$ cat config.mk
export PLATFORM = sky130hd
export DESIGN_NAME = apb_master_if
export DESIGN_NICKNAME = d
export VERILOG_FILES = /design/src/rtl/apb_master_if.sv
export SDC_FILE = /design/constraint.sdc
export NUM_CORES = 1
export LEC_CHECK = 0
export CAP_MARGIN = 40
export CORE_MARGIN = 2
export CORE_UTILIZATION = 36
export CTS_BUF_LIST = sky130_fd_sc_hd__clkbuf_2 sky130_fd_sc_hd__clkbuf_4 sky130_fd_sc_hd__clkbuf_8
export CTS_CLUSTER_SIZE = 30
export DETAILED_ROUTE_END_ITERATION = 12
export PLACE_DENSITY = 0.69
export SETUP_SLACK_MARGIN = 0.15
export SLEW_MARGIN = 20
export SYNTH_ARGS = -nofsm -noshare
export SYNTH_HDL_FRONTEND = slang
export SYNTH_SLANG_ARGS = --single-unit
$ cat constraint.sdc
create_clock -name clk -period 2.8 [get_ports clk]
set_input_delay 0.56 -clock clk [delete_from_list [all_inputs] [get_ports clk]]
set_output_delay 0.56 -clock clk [all_outputs]
set_load 0.01 [all_outputs]
$ cat src/rtl/apb_master_if.sv
// APB initiator: turns single-beat valid/ready commands into APB SETUP/ACCESS
// transfers and returns a registered response. A timeout keeps a hung slave from stalling the requester.
module apb_master_if #(
    parameter int ADDR_WIDTH     = 10,
    parameter int DATA_WIDTH     = 8,
    parameter int TIMEOUT_CYCLES = 16
) (
    input  logic                  clk,
    input  logic                  rst_n,
    input  logic                  cmd_valid,
    output logic                  cmd_ready,
    input  logic                  cmd_write,
    input  logic [ADDR_WIDTH-1:0] cmd_addr,
    input  logic [DATA_WIDTH-1:0] cmd_wdata,
    output logic                  rsp_valid,
    input  logic                  rsp_ready,
    output logic [DATA_WIDTH-1:0] rsp_rdata,
    output logic                  rsp_err,
    output logic                  rsp_timeout,
    output logic                  psel,
    output logic                  penable,
    output logic                  pwrite,
    output logic [ADDR_WIDTH-1:0] paddr,
    output logic [DATA_WIDTH-1:0] pwdata,
    input  logic [DATA_WIDTH-1:0] prdata,
    input  logic                  pready,
    input  logic                  pslverr
);

    localparam int CNT_W = $clog2(TIMEOUT_CYCLES) + 1;
    localparam logic [CNT_W-1:0] CNT_LAST = CNT_W'(TIMEOUT_CYCLES - 1);
    localparam logic [CNT_W-1:0] CNT_ONE  = CNT_W'(1);

    typedef enum logic [1:0] {
        ST_IDLE   = 2'd0,
        ST_SETUP  = 2'd1,
        ST_ACCESS = 2'd2,
        ST_RESP   = 2'd3
    } state_t;

    state_t                r_state,       w_state_nxt;
    logic                  r_psel,        w_psel_nxt;
    logic                  r_penable,     w_penable_nxt;
    logic                  r_pwrite,      w_pwrite_nxt;
    logic [ADDR_WIDTH-1:0] r_paddr,       w_paddr_nxt;
    logic [DATA_WIDTH-1:0] r_pwdata,      w_pwdata_nxt;
    logic                  r_rsp_valid,   w_rsp_valid_nxt;
    logic [DATA_WIDTH-1:0] r_rsp_rdata,   w_rsp_rdata_nxt;
    logic                  r_rsp_err,     w_rsp_err_nxt;
    logic                  r_rsp_timeout, w_rsp_timeout_nxt;
    logic [CNT_W-1:0]      r_cnt,         w_cnt_nxt;

    // State and output registers with synchronous active-low reset
    always_ff @(posedge clk) begin
        if (!rst_n) begin
            r_state       <= ST_IDLE;
            r_psel        <= 1'b0;
            r_penable     <= 1'b0;
            r_pwrite      <= 1'b0;
            r_paddr       <= {ADDR_WIDTH{1'b0}};
            r_pwdata      <= {DATA_WIDTH{1'b0}};
            r_rsp_valid   <= 1'b0;
            r_rsp_rdata   <= {DATA_WIDTH{1'b0}};
            r_rsp_err     <= 1'b0;
            r_rsp_timeout <= 1'b0;
            r_cnt         <= {CNT_W{1'b0}};
        end else begin
            r_state       <= w_state_nxt;
            r_psel        <= w_psel_nxt;
            r_penable     <= w_penable_nxt;
            r_pwrite      <= w_pwrite_nxt;
            r_paddr       <= w_paddr_nxt;
            r_pwdata      <= w_pwdata_nxt;
            r_rsp_valid   <= w_rsp_valid_nxt;
            r_rsp_rdata   <= w_rsp_rdata_nxt;
            r_rsp_err     <= w_rsp_err_nxt;
            r_rsp_timeout <= w_rsp_timeout_nxt;
            r_cnt         <= w_cnt_nxt;
        end
    end

    // Next-state and next-output decode; everything holds unless a state changes it
    always_comb begin
        w_state_nxt       = r_state;
        w_psel_nxt        = r_psel;
        w_penable_nxt     = r_penable;
        w_pwrite_nxt      = r_pwrite;
        w_paddr_nxt       = r_paddr;
        w_pwdata_nxt      = r_pwdata;
        w_rsp_valid_nxt   = r_rsp_valid;
        w_rsp_rdata_nxt   = r_rsp_rdata;
        w_rsp_err_nxt     = r_rsp_err;
        w_rsp_timeout_nxt = r_rsp_timeout;
        w_cnt_nxt         = r_cnt;

        case (r_state)
            ST_IDLE: begin
                w_penable_nxt = 1'b0;
                if (cmd_valid) begin
                    w_pwrite_nxt = cmd_write;
                    w_paddr_nxt  = cmd_addr;
                    w_pwdata_nxt = cmd_wdata;
                    w_psel_nxt   = 1'b1;
                    w_state_nxt  = ST_SETUP;
                end else begin
                    w_psel_nxt   = 1'b0;
                end
            end
            ST_SETUP: begin
                w_penable_nxt = 1'b1;
                w_cnt_nxt     = {CNT_W{1'b0}};
                w_state_nxt   = ST_ACCESS;
            end
            ST_ACCESS: begin
                // A ready slave takes priority over an expiring timeout
                if (pready) begin
                    w_psel_nxt        = 1'b0;
                    w_penable_nxt     = 1'b0;
                    w_rsp_err_nxt     = pslverr;
                    w_rsp_timeout_nxt = 1'b0;
                    w_rsp_rdata_nxt   = (!r_pwrite && !pslverr) ? prdata : {DATA_WIDTH{1'b0}};
                    w_rsp_valid_nxt   = 1'b1;
                    w_state_nxt       = ST_RESP;
                end else if (r_cnt == CNT_LAST) begin
                    w_psel_nxt        = 1'b0;
                    w_penable_nxt     = 1'b0;
                    w_rsp_err_nxt     = 1'b1;
                    w_rsp_timeout_nxt = 1'b1;
                    w_rsp_rdata_nxt   = {DATA_WIDTH{1'b0}};
                    w_rsp_valid_nxt   = 1'b1;
                    w_state_nxt       = ST_RESP;
                end else begin
                    w_cnt_nxt         = r_cnt + CNT_ONE;
                end
            end
            ST_RESP: begin
                if (rsp_ready) begin
                    w_rsp_valid_nxt = 1'b0;
                    w_state_nxt     = ST_IDLE;
                end else begin
                    w_rsp_valid_nxt = 1'b1;
                end
            end
            default: begin
                w_state_nxt     = ST_IDLE;
                w_psel_nxt      = 1'b0;
                w_penable_nxt   = 1'b0;
                w_rsp_valid_nxt = 1'b0;
            end
        endcase
    end

    assign cmd_ready   = (r_state == ST_IDLE);
    assign rsp_valid   = r_rsp_valid;
    assign rsp_rdata   = r_rsp_rdata;
    assign rsp_err     = r_rsp_err;
    assign rsp_timeout = r_rsp_timeout;
    assign psel        = r_psel;
    assign penable     = r_penable;
    assign pwrite      = r_pwrite;
    assign paddr       = r_paddr;
    assign pwdata      = r_pwdata;

endmodule

# == Word level (Yosys, flattened, before mapping) ==
# Index checks and enable logic that the tools add are counted.
# totals
ff_bits,39
latchBits,0
ramBits,0
romBits,0
in_bits,33
out_inout_bits,33
wordCells,59
mem_count,0
# classes
add_sub_neg,1
mul,0
div,0
n_lt_le_gt_ge,0
eq_ne,9
shift,0
n_mux,22
bitwise_logic,0
reduce_logical,16
# ops
op,count
$mux W8,3
$mux W5,2
$pmux W5 S2,1
$reduce_and A2 Y1,5
$mux W1,8
$mux W2,4
$ne A2 B2 Y1 const B,4
$pmux W2 S4,1
$reduce_bool A2 Y1,4
$reduce_and A3 Y1,2
$add A5 B1 Y5 const B,1
$eq A5 B4 Y1 const B,1
$eq A2 B2 Y1 const B,2
$pmux W1 S2,2
$ne A3 B3 Y1 const B,1
$pmux W1 S3,1
$reduce_bool A3 Y1,1
$eq A2 B1 Y1 const B,1
$logic_not A1 Y1,2
$logic_not A2 Y1,1
$logic_and A1 B1 Y1,1

# == Longest topological paths before layout ==
# Gate-level depths: netlist (run 1).
# depth
ltp_word,4
ltp_mapped,7
mapped_depth_nobuf,6

# == Worst setup path after synthesis (run 1) ==
# OpenSTA, ideal clock, no wires.
# synth_path
kind,register to register
startpoint,reg r_cnt[0]
endpoint,reg r_cnt[4]
setup_time_ns,0.115
arrival_ns,1.609
t_required_ns,2.685
path_slack_ns,1.077
stages_incl_launch_ff,7
n_path_buf,0
synth_period_minus_slack_ns,1.723
cell_sequence,dfxtp_1 ha_1 and3_1 ha_1 or3b_4 and3_1 o21a_1
# synth_between
elab_chain_cells,4
word_cells_on_any_way,7
classes_between,add/sub (1); eq/ne (2); mux (3); reduce/logical (1)
# synth_rtl
element,line_no,source
"start, declared",51,"logic [CNT_W-1:0] r_cnt, w_cnt_nxt;"
"start signal, assigned",66,r_cnt <= {CNT_W{1'b0}};
"start signal, assigned",78,r_cnt <= w_cnt_nxt;
$add A5 B1 Y5,133,w_cnt_nxt = r_cnt + CNT_ONE;
$mux W5,124,end else if (r_cnt == CNT_LAST) begin
$mux W5,116,if (pready) begin
$pmux W5 S2,96,case (r_state)
# Several ways; a longest one is shown, not always the timed one. The select of a mux whose other input is x is not followed.
# A chain may end at the register's enable or synchronous reset.

# == Final worst setup path (run 1) ==
# layout_path
startpoint,reg r_state[0]
endpoint,out cmd_ready
# layout_between
elab_chain_cells,1
# layout_rtl
element,line_no,source
"start, declared",41,"state_t r_state, w_state_nxt;"
"start signal, assigned",68,r_state <= w_state_nxt;
$logic_not A2 Y1,153,assign cmd_ready = (r_state == ST_IDLE);
"end, declared",11,"output logic cmd_ready,"
# Every way passes these cells.

==> flow_metrics.tcl, run 1 <==
set metrics [dict create \
    wl_um 3680 \
    synth_async_sr_flop_share 0 \
    finalSetupViolations 0 \
    synth_ff_type "dfxtp_1" \
    yosys_warnings 0 \
    finalHoldViolations 0 \
    synth-edff-count 0 \
    grt_max_degree 30 \
    layout_min_cycle_time_ns 2.15 \
    clk_latency_ns 0.29 \
    cts_sinks 39 \
    synth.top_cell.area_share 0.481 \
    cts.hold.buffers_added 0 \
    vias 1400 \
    slowest_stage "clkdlybuf4s50_1" \
    critPathRequiredTime_ns 2.24 \
    startpoint "r_state[0]" \
    rows 24 \
    grt_pass1_vias 1385 \
    die_h_um 71.1 \
    synth_area_leader_cell "dfxtp_1" \
    grt_pass1_wl_um 6090 \
    drv_cap 0 \
    cp_cell_sequence "inv_1, ha_1, clkdlybuf4s50_1" \
    layout-drive-gt1-share 0.0537 \
    route.detailed.drc 0 \
    synth_area_leaders "dfxtp_1 48%, nand2_1 11%, a21boi_1 9.7%" \
    place.gp.congestion 0.720 \
    cts_root_buf "clkbuf_8" \
    endpoint "cmd_ready" \
    syn_nets 218 \
    ys_seq_area_frac 0.481 \
    die-area_um2 5060 \
    cts_tree "built" \
    reg2reg_to "r_cnt[3]" \
    area_growth_pct 47.0 \
    cts_setup_buffers 0 \
    reg2reg_from "r_cnt[0]" \
    reg2reg_depth 6 \
    drtAntennaViolNets 0 \
    drt_iter0_drc 48 \
    drv_slew 0 \
    num-nets-final 281 \
    grt_usage 0.154 \
    utilization 0.548 \
    syn_area_per_cell_um2 9.12 \
    cts_buffer_depth 2 \
    worstMarginPinSlew_ns 0.726 \
    avgViaCountPerCell 4.76 \
    core-area_um2 4350 \
    synth_cells 178 \
    htree_num_levels 2 \
    post_cts_resized 0 \
    antenna_found_initial 0 \
    hp-class "flop to flop" \
    fmax_mhz 464 \
    synth_cell_types 29 \
    start_util 0.373 \
    cts_made_buffers 5 \
    vdd_drop_max_mv 0.389 \
    ys_ff_latch 39 \
    grt_setup_unrepaired "false" \
    max_slew_margin 0.516 \
    status "finished clean" \
    final.period_utilization 0.769 \
    power_density_nw_per_um2 719 \
    first_pass_iters 4 \
    rrSetupSlack_ns 0.94 \
    wl_per_cell_um 12.5 \
    criticalPathCategory "flop to output port" \
    leakagePower_uw 0.000933 \
    dieWidth_um 71.1 \
    syn-cell-area_um2 1620 \
    fin_skew_ns 0.00441 \
    worst-path-max-fanout 6 \
    diodes 0 \
    clkTransAtPathRegs_ns 0.07 \
    num_io_pins 66 \
    dpl_cell_area_um2 2300 \
    numPortBuffers 65 \
    cpPeakStageDelay_ns 0.58 \
    hpwl_um 2540 \
    cp-start-kind "flop" \
    critPathArrivalTime_ns 1.59 \
    dp.cells 286 \
    fin_setup_tns_ns 0 \
    post-route-cell-area_um2 2390 \
    crit_path_end_kind "output port" \
    grt.overflow.total 0 \
    fin_cells 294 \
]
## critical path, delay by kind of cell, from the launching register on
| family | cells | cell delay, ns |
|---|---|---|
| fa+ha+maj | 1 | 0.27 |
| buf+inv | 2 | 0.67 |
| flops | 1 | 0.36 |
## metrics by stage
step                      hold slack (ns)  setup WS, ns  power [uW]
after floorplan                     0.453          1.08        1080
after global placement              0.439         0.794        1340
after detailed placement            0.444         0.783        1350
after CTS                           0.455         0.630        1740
after global routing                0.469         0.563        1840
final                               0.452         0.646        1720
## cells in the final DEF, fill, tap and decap left out
master           synthesis  routed
nand2_1                 49      49
ha_1                     7       7
or3b_4                   1       1
nor3b_2                  1       1
a21boi_1                21      21
clkbuf_8                 0       5
a31o_1                   1       1
o21ai_1                  2       2
nor3b_4                  1       1
o21a_1                   1       1
a22o_1                   8       8
o31ai_1                  1       1
nand4_1                  1       1
clkinv_2                 0       1
buf_4                    0       1
clkdlybuf4s50_1          0      65
inv_1                    7       7
nand3b_1                 1       1
o211ai_1                 1       1
nand3_1                  4       4
a21oi_1                  3       3
o21ai_0                  3       3
nor3b_1                  1       1
nand2b_1                 4       4
and3_1                   2       2
nor2_1                   2       2
and2_1                   2       2
a221oi_2                 1       1
mux2i_1                  4       4
dfxtp_1                 39      39
clkbuf_4                 0       2
## layer usage
metal,global-route usage,vias to the layer above,share of wire
li1,-,724,-
met1,0.191,628,0.47
met2,0.243,41,0.44
met3,0.0456,7,0.066
met4,0.0755,0,0.019
met5,0,-,0
## final cells by class
| cell class | instances | area [um^2] |
|---|---|---|
| clock inverter | 1 | 5.00 |
| fill | 421 | 1970 |
| tap | 52 | 65.1 |
| sequential | 39 | 781 |
| inverter | 7 | 26.3 |
| timing repair buffer | 66 | 658 |
| multi-input combinational | 122 | 767 |
| clock buffer | 7 | 83.8 |
## worst min-delay path by stage
stage / startpoint / end / cells past startpoint / slack, ns
after floorplan: r_cnt[3] / r_cnt[3] / 2 / 0.45
after global placement: paddr[3] / paddr[3] / 2 / 0.44
after detailed placement: paddr[6] / paddr[6] / 2 / 0.44
after CTS: paddr[6] / paddr[6] / 2 / 0.45
after global routing: paddr[6] / paddr[6] / 2 / 0.47
final: paddr[6] / paddr[6] / 2 / 0.45
## flip-flops by register name (all words and copies together), names as in the netlist, 2 cells and up
register,flops
paddr,10
pwdata,8
r_cnt,5
r_state,2
rsp_rdata,8
## cells in the mapped netlist (3+ instances only)
cell type   n
nand2_1    49
dfxtp_1    39
a21boi_1   21
a22o_1      8
ha_1        7
inv_1       7
clkbuf_1    6
mux2i_1     4
nand2b_1    4
nand3_1     4
a21oi_1     3
buf_2       3
o21ai_0     3
## cell families (layout without fill, tap and decap cells)
group / after synthesis / in the layout / synth area share
flip-flops: 39 / 39 / 0.481
buffers and inverters: 17 / 81 / 0.0463
adder cells (fa/ha/maj): 7 / 7 / 0.0540
AND/OR/NAND/NOR: 69 / 69 / 0.200
multiplexers: 4 / 4 / 0.0247
AO/OA/AOI/OAI: 42 / 42 / 0.194
## power by group
part	internal [uW]	switching, uW
sequential	650	63.5
clock	194	188
combinational	312	309
No activity file was read; power rests on OpenSTA's default activity.
==> run 2, diff against run 1 <==
PLACE_DENSITY = 0.71   (was 0.69)
clock period = 1.9 ns   (was 2.8 ns; I/O delays follow)
==> flow_metrics.tcl, run 2 (synthesis results as in run 1) <==
set metrics [dict create \
    status "finished clean" \
    worst-path-max-fanout 4 \
    cts_sinks 39 \
    drt_iter0_drc 56 \
    cp_cell_sequence "ha_2, and3_4, ha_4, or3b_4, and3_1, o21a_1" \
    crit_path_end_kind "flop" \
    fin_cells 303 \
    clk_latency_ns 0.29 \
    post-place-ws_ns 0.0899 \
    layout-drive-gt1-share 0.120 \
    critPathRequiredTime_ns 2.08 \
    wl_um 3750 \
    cts_made_buffers 5 \
    cpPeakStageDelay_ns 0.40 \
    grt.overflow.total 0 \
    cts_buffer_depth 2 \
    cts_tree "built" \
    post-route-cell-area_um2 2520 \
    slowest_stage "or3b_4" \
    wl_per_cell_um 12.4 \
    core-area_um2 4350 \
    final.period_utilization 0.900 \
    antenna_found_initial 0 \
    cts.hold.buffers_added 0 \
    fin_setup_tns_ns 0 \
    fin_ws_ns 0.189 \
    hp-class "flop to flop" \
    cp-start-kind "flop" \
    criticalPathCategory "flop to flop" \
    finalSetupViolations 0 \
    avgViaCountPerCell 4.71 \
    route.detailed.drc 0 \
    diodes 0 \
    dpl_cell_area_um2 2350 \
    drv_slew 0 \
    grt_max_degree 29 \
    path_delay_family "simple AND/OR/NAND/NOR gates" \
    num-nets-final 290 \
    num_io_pins 66 \
    leakagePower_uw 0.000985 \
    htree_num_levels 2 \
    place.gp.congestion 0.836 \
    fmax_mhz 585 \
    fin_skew_ns 0.00648 \
    dp.cells 292 \
    drtAntennaViolNets 0 \
    grt_pass1_wl_um 5890 \
    critPathArrivalTime_ns 1.89 \
    vias 1428 \
    power_density_nw_per_um2 1100 \
    numPortBuffers 65 \
    layout_min_cycle_time_ns 1.71 \
    grt_setup_unrepaired "false" \
    cts_root_buf "clkbuf_8" \
    largest_reg_flops 10 \
    rows 24 \
    mostFrequentLayoutCells "64 x clkdlybuf4s50_1, 49 x nand2_1, 36 x dfxtp_1" \
    max_slew_margin 0.768 \
    start_util 0.373 \
    die_h_um 71.1 \
    dieWidth_um 71.1 \
    hpwl_um 2560 \
    final_common_cell "clkdlybuf4s50_1" \
    clkTransAtPathRegs_ns 0.08 \
    first_pass_iters 4 \
    area_growth_pct 55.6 \
    fill_cells 393 \
    path_buf_inv 0 \
    drv_cap 0 \
    die-area_um2 5060 \
    grt_pass1_vias 1251 \
    finalHoldViolations 0 \
    worstMarginPinSlew_ns 0.347 \
    vdd_drop_max_mv 0.706 \
    grt_usage 0.146 \
]
==> run 2: worst min-delay path: cells and delay by family (launching register included) <==
family	cells	cell delay, ns
simple gates	1	0.05
flops	1	0.31
compound gates	1	0.05
==> run 2: area by class of cell <==
type,instances,area (um^2),share of cell area
clock inverter,3,43.8,0.0173
inverter,7,26.3,0.0104
timing repair buffer,75,737,0.292
tap,52,65.1,0.0258
clock buffer,5,68.8,0.0273
multi-input combinational,122,800,0.317
sequential,39,785,0.311
==> run 2: metal layers <==
metal / vias up / track usage / share of wire
met5: - / 0 / 0
met4: 0 / 0.0503 / 0.0091
met3: 5 / 0.0499 / 0.069
met2: 42 / 0.221 / 0.46
met1: 640 / 0.195 / 0.46
li1: 741 / - / -
==> run 2: through the flow <==
stage                util  total power, uW  hold WS (ns)
floorplan               -             1590         0.453
global placement    0.541             2080         0.429
detailed placement  0.541             2090         0.442
CTS                 0.574             2790         0.456
global route        0.580             2970         0.470
finish              0.580             2780         0.451
==> run 2: final timing paths <==
path | start | to | slack (ns) | depth (start not counted)
worst min register to register | paddr[5] | paddr[5] | 0.45 | 2
worst max register to register | r_cnt[1] | r_cnt[4] | 0.19 | 6
worst min-delay path | paddr[5] | paddr[5] | 0.45 | 2
worst max-delay path | r_cnt[1] | r_cnt[4] | 0.19 | 6
==> run 2: power by group <==
| part | internal (uW) | leakage (uW) | switching [uW] | total [uW] |
|---|---|---|---|---|
| Sequential | 962 | 0.000319 | 92.1 | 1050 |
| Combinational | 556 | 0.000608 | 489 | 1050 |
| Clock | 391 | 0.0000581 | 290 | 681 |
| Total | 1910 | 0.000985 | 872 | 2780 |
==> run 2: repair_timing <==
action                                  4_1_cts  5_1_grt
buffers inserted                              2        1
resized for setup                             6        5
pin swaps                                     1        0
endpoints found under the setup margin        5       15
gates cloned                                  0        0
==> run 3, diff against run 2 <==
CTS_CLUSTER_SIZE = 8   (was 30)
==> results of run 3 <==
No change in the layout: final DEF, timing and power equal those of run 2.
==> RTL edit 1, RTL diff (config.mk and constraints of run 1) <==
Change the parameter `TIMEOUT_CYCLES` from 16 to 64.
--- a/src/rtl/apb_master_if.sv
+++ b/src/rtl/apb_master_if.sv
@@ -4,5 +4,5 @@
     parameter int ADDR_WIDTH     = 10,
     parameter int DATA_WIDTH     = 8,
-    parameter int TIMEOUT_CYCLES = 16
+    parameter int TIMEOUT_CYCLES = 64
 ) (
     input  logic                  clk,
Check against the original RTL: no difference found for any inputs over 10 cycles, from zero or initial values and one cycle with rst_n low; that may be too few to reach the edited logic, so the function may still have changed.
==> RTL edit 1 against run 1 <==
Count of clock-buffer cells in the layout is the same; power grew 3.0%; non-clock buffer count grew 2; design area grew 5.5%; largest cell class unchanged; area after synthesis grew 4.2%; critical path depth is the same; critical path type unchanged; routed wire length grew 8.6%; via count grew 11%; sequential cell count grew 2; hold slack lost 0.0071 ns; cell count grew 5.8%; sequential power is essentially flat; setup slack gained 0.037 ns.
==> RTL edit 1: results (changes against run 1) <==
<table>
<tr><th>Metric</th><th>Value</th></tr>
<tr><th colspan="2">GRT</th></tr>
<tr><td>Pin count of the biggest net entering global routing</td><td>21 (-30%)</td></tr>
<tr><td>All-layer global routing usage</td><td>15.7% (+0.28 points)</td></tr>
<tr><td>Via count of the first global-routing pass</td><td>1408 (+1.7%)</td></tr>
<tr><td>Global-route wire length before repair</td><td>6510 um (+6.9%)</td></tr>
<tr><th colspan="2">STA</th></tr>
<tr><td>Slew at the pin with the worst max-slew slack</td><td>0.656 ns (-0.0696 ns)</td></tr>
<tr><th colspan="2">Placement</th></tr>
<tr><td>DP Area</td><td>0.00240 sq mm (+4.4%)</td></tr>
<tr><td>GPL Wtd Cong</td><td>0.823 (+14%)</td></tr>
<tr><td>Dpl hpwl</td><td>2840 um (+12%)</td></tr>
<tr><th colspan="2">Cells and area</th></tr>
<tr><td>Count of nets after finishing</td><td>298 (+6.0%)</td></tr>
<tr><td>Proportion of layout cells with a drive suffix above 1</td><td>7.34% (+2.0 points)</td></tr>
<tr><td>Filler instances</td><td>420 (-0.24%)</td></tr>
<tr><th colspan="2">Detailed routing</th></tr>
<tr><td>M1 WL</td><td>1880 um (+7.4%)</td></tr>
<tr><td>Routed wire length</td><td>4000 um (+8.6%)</td></tr>
<tr><th colspan="2">Power</th></tr>
<tr><td>Total leakage power</td><td>0.000963 uW (+3.2%)</td></tr>
<tr><td>Switching part of the total power</td><td>30.0% (-2.6 points)</td></tr>
<tr><td>Power share of the combinational group</td><td>31.5% (-4.7 points)</td></tr>
<tr><th colspan="2">Logic synthesis</th></tr>
<tr><td>Commonest cells in the synthesized netlist</td><td>sky130_fd_sc_hd__nand2_1, sky130_fd_sc_hd__dfxtp_1, sky130_fd_sc_hd__a21oi_1</td></tr>
<tr><td>Synth Instances</td><td>191 (+7.3%)</td></tr>
<tr><td>Synth area leaders</td><td>sky130_fd_sc_hd__dfxtp_1, sky130_fd_sc_hd__nand2_1, sky130_fd_sc_hd__a21oi_1</td></tr>
<tr><th colspan="2">Critical path</th></tr>
<tr><td>Slowest cell delay on critical path</td><td>0.56 ns (-0.02 ns)</td></tr>
<tr><td>Slack of the worst reg-to-reg path</td><td>0.92 ns (-0.02 ns)</td></tr>
<tr><td>Data arrival time of the worst path</td><td>1.56 ns (-0.03 ns)</td></tr>
<tr><td>Worst flop-to-flop path startpoint</td><td>r_state[0]</td></tr>
<tr><th colspan="2">Status</th></tr>
<tr><td>Result of the run</td><td>completed</td></tr>
<tr><th colspan="2">Worst hold path</th></tr>
<tr><td>Min-Delay Endpoint</td><td>rsp_err</td></tr>
<tr><td>Source of the worst hold timing path</td><td>rsp_err</td></tr>
</table>
## RTL edit 1: cell count changes after synthesis, moves of 3 or more
| cell | run 1 | this run |
|---|---|---|
| sky130_fd_sc_hd__nor2_1 | 2 | 5 |
| sky130_fd_sc_hd__a32o_1 | 0 | 8 |
| sky130_fd_sc_hd__a22o_1 | 8 | 0 |
| sky130_fd_sc_hd__mux2i_1 | 4 | 0 |
| sky130_fd_sc_hd__a21boi_1 | 21 | 1 |
| sky130_fd_sc_hd__a21oi_1 | 3 | 27 |
## RTL edit 1: logic make-up (layout without fill, tap and decap cells)
family / Yosys count / count (layout) / share of synthesized area (%)
simple gates: 74 / 74 / 21.1
compound gates: 55 / 55 / 22.0
flops: 41 / 41 / 48.6
buf+inv: 14 / 82 / 3.18
fa+ha+maj: 7 / 7 / 5.18
## RTL edit 1: final cells by class
class / instances / area (sq um) / area share [%]
Sequential cell: 41 / 821 / 32.6
Multi-Input combinational cell: 136 / 816 / 32.4
Timing Repair Buffer: 68 / 673 / 26.7
Clock buffer: 7 / 90.1 / 3.58
Tap cell: 52 / 65.1 / 2.58
Clock inverter: 1 / 30.0 / 1.19
Inverter: 6 / 22.5 / 0.895
## RTL edit 1: metrics by stage
| step | hold WS (ns) | utilization (%) |
|---|---|---|
| after global placement | 0.432 | 53.9 |
| after global routing | 0.453 | 56.6 |
| after floorplan | 0.425 | - |
| after CTS | 0.445 | 56.6 |
| after detailed placement | 0.434 | 53.9 |
| final | 0.445 | 56.6 |
## RTL edit 1: power groups by stage
stage / clock network (uW) / registers (uW) / logic, uW
finish: 501 / 711 / 556
global route: 541 / 723 / 606
CTS: 517 / 712 / 563
detailed placement: 0 / 725 / 558
global placement: 0 / 723 / 556
floorplan: 0 / 750 / 269
## RTL edit 1: worst max-delay path by stage
stage                          start         to  slack [ns]
after CTS                 r_state[1]  cmd_ready        0.67
after floorplan           r_state[0]       psel        1.31
after detailed placement      pready   r_cnt[5]        0.79
after global routing      r_state[1]  cmd_ready        0.58
after global placement        pready   r_cnt[5]        0.79
final                     r_state[1]  cmd_ready        0.68
## RTL edit 1: worst reg2reg max path, cell delays in order (launching register included)
cell                       delay, ns
sky130_fd_sc_hd__dfxtp_1        0.34
sky130_fd_sc_hd__inv_1          0.13
sky130_fd_sc_hd__ha_1           0.43
sky130_fd_sc_hd__nor2b_4        0.26
sky130_fd_sc_hd__o21ai_4        0.10
sky130_fd_sc_hd__or4_1          0.47
sky130_fd_sc_hd__o221ai_1       0.08
## RTL edit 1: routing by layer
layer / vias up / global-route usage, %
li1: 805 / -
met1: 690 / 20.6
met2: 53 / 22.3
met3: 4 / 8.06
met4: 0 / 4.94
met5: - / 0
==> RTL edit 2, RTL diff (flow settings as in run 1) <==
Made on the original files. Make the reset (`rst_n`) asynchronous in one clocked block. Comments in the files are not updated.
--- a/src/rtl/apb_master_if.sv
+++ b/src/rtl/apb_master_if.sv
@@ -52,5 +52,5 @@
 
     // State and output registers with synchronous active-low reset
-    always_ff @(posedge clk) begin
+    always_ff @(posedge clk or negedge rst_n) begin
         if (!rst_n) begin
             r_state       <= ST_IDLE;
Function: differs if rst_n is asserted again (counterexample within 4 cycles, from zero or initial values and one cycle with rst_n low); with rst_n held inactive, the same outputs for 10 cycles.
==> RTL edit 2 against run 1 <==
Power up 46%; routed wire length shrank 2.2%; sequential power up 34%; sequential cell count unchanged; design area up 2.4%; area after synthesis is 1.1% higher; setup slack worse by 0.10 ns; combinational power up 84%; die area up 1.0%; critical path type unchanged; largest cell class unchanged; highest routed layer unchanged.
==> RTL edit 2: results (changes against run 1) <==
<table>
<tr><th>Metric</th><th>Value</th></tr>
<tr><th colspan="2">Placement</th></tr>
<tr><td>Minimum setup slack after placement</td><td>0.738 ns (-0.0451 ns)</td></tr>
<tr><td>GPL Wtd Cong</td><td>0.810 (+12%)</td></tr>
<tr><td>Dpl hpwl</td><td>2720 um (+7.2%)</td></tr>
<tr><td>Cell count after placement</td><td>232 (-19%)</td></tr>
<tr><td>DP Area</td><td>0.00231 sq mm (+0.65%)</td></tr>
<tr><th colspan="2">Clock tree</th></tr>
<tr><td>Post-CTS setup repair buffer count</td><td>0 (unchanged)</td></tr>
<tr><th colspan="2">Logic synthesis</th></tr>
<tr><td>Synth area leaders</td><td>sky130_fd_sc_hd__dfrtp_1, sky130_fd_sc_hd__mux2_2, sky130_fd_sc_hd__ha_1</td></tr>
<tr><td>Yosys top cell area share</td><td>59.5% (+11 points)</td></tr>
<tr><td>Post-Syn Area per Cell</td><td>13.8 sq um (+51%)</td></tr>
<tr><td>Netlist cell types</td><td>26 (-10%)</td></tr>
<tr><td>Commonest cells in the synthesized netlist</td><td>sky130_fd_sc_hd__dfrtp_1, sky130_fd_sc_hd__mux2_2, sky130_fd_sc_hd__nand2_1</td></tr>
<tr><td>Proportion of synthesized flip-flops having asynchronous set or reset</td><td>100% (+100 points)</td></tr>
<tr><td>Sequential-to-total area share from yosys stat</td><td>59.5% (+11 points)</td></tr>
<tr><td>Net count after synthesis</td><td>158 (-28%)</td></tr>
<tr><th colspan="2">Critical path</th></tr>
<tr><td>Top fanout value on the critical path</td><td>5 (-1)</td></tr>
<tr><td>Worst flop-to-flop path startpoint</td><td>r_cnt[0]</td></tr>
<tr><td>Critical Path Start</td><td>r_state[1]</td></tr>
<tr><th colspan="2">GRT</th></tr>
<tr><td>All-layer global routing usage</td><td>15.0% (-0.36 points)</td></tr>
<tr><td>Global-route wire length before repair</td><td>6000 um (-1.6%)</td></tr>
<tr><th colspan="2">Cells and area</th></tr>
<tr><td>Proportion of layout cells with a drive suffix above 1</td><td>17.5% (+12 points)</td></tr>
<tr><td>Count of nets after finishing</td><td>227 (-19%)</td></tr>
<tr><th colspan="2">Worst hold path</th></tr>
<tr><td>Min-Delay Path Class</td><td>in -&gt; async</td></tr>
<tr><th colspan="2">Detailed routing</th></tr>
<tr><td>Routed wire length</td><td>3600 um (-2.2%)</td></tr>
<tr><td>DR iter-0 viols</td><td>31 (-35%)</td></tr>
<tr><td>Post-detailed-route wirelength per cell</td><td>14.9 um (+19%)</td></tr>
<tr><th colspan="2">STA</th></tr>
<tr><td>Post-route clock skew</td><td>0.00492 ns (+0.000509 ns)</td></tr>
<tr><th colspan="2">Status</th></tr>
<tr><td>Result of the run</td><td>completed</td></tr>
</table>
[RTL edit 2: changes by cell type in the layout (fill, tap and decap cells not counted), sizes merged, moves of 2 or more]
cell,run 1,this run
dfrtp,0,39
a21boi,21,0
dfxtp,39,0
and2,2,0
mux2,0,20
nand2,49,10
nor3b,3,1
o21ai,5,7
nand2b,4,1
[RTL edit 2: kinds of logic after synthesis]
kind of cell,after synthesis,share of synthesized area [%]
AO/OA/AOI/OAI,19,8.70
adder cells (fa/ha/maj),6,4.58
buffers and inverters,10,3.74
flip-flops,39,59.5
multiplexers,24,16.2
AND/OR/NAND/NOR,21,7.32
[RTL edit 2: path summary, 6_finish.rpt]
| check | to | slack, ns | cells past startpoint |
|---|---|---|---|
| worst min-delay path | pwdata[6] | 0.24 | 1 |
| max in group asynchronous | rsp_rdata[0] | 2.08 | 2 |
| min in group clk | r_cnt[3] | 0.47 | 1 |
| worst min register to register | r_cnt[3] | 0.47 | 1 |
| worst max register to register | r_state[1] | 0.86 | 6 |
| worst max-delay path | cmd_ready | 0.54 | 3 |
[RTL edit 2: cell type report]
class	count	area, sq um
fillers	368	1940
flip-flops and latches	39	976
repair buffers	66	673
multi-input cells	70	603
clock buffers	7	96.3
well taps	52	65.1
inverters	6	22.5
clock inverters	1	7.51
[RTL edit 2: metal layers]
| layer | GRT usage [%] | share of wire [%] | vias up |
|---|---|---|---|
| met5 | 0 | 0 | - |
| met4 | 5.03 | 1.6 | 0 |
| met3 | 5.20 | 6.4 | 6 |
| met2 | 24.4 | 50 | 44 |
| met1 | 18.8 | 42 | 575 |
| li1 | - | - | 556 |
[RTL edit 2: where the power goes]
group / total, uW / internal, uW / switching [uW]
clock network: 410 / 224 / 186
registers: 953 / 811 / 143
logic: 1140 / 688 / 455
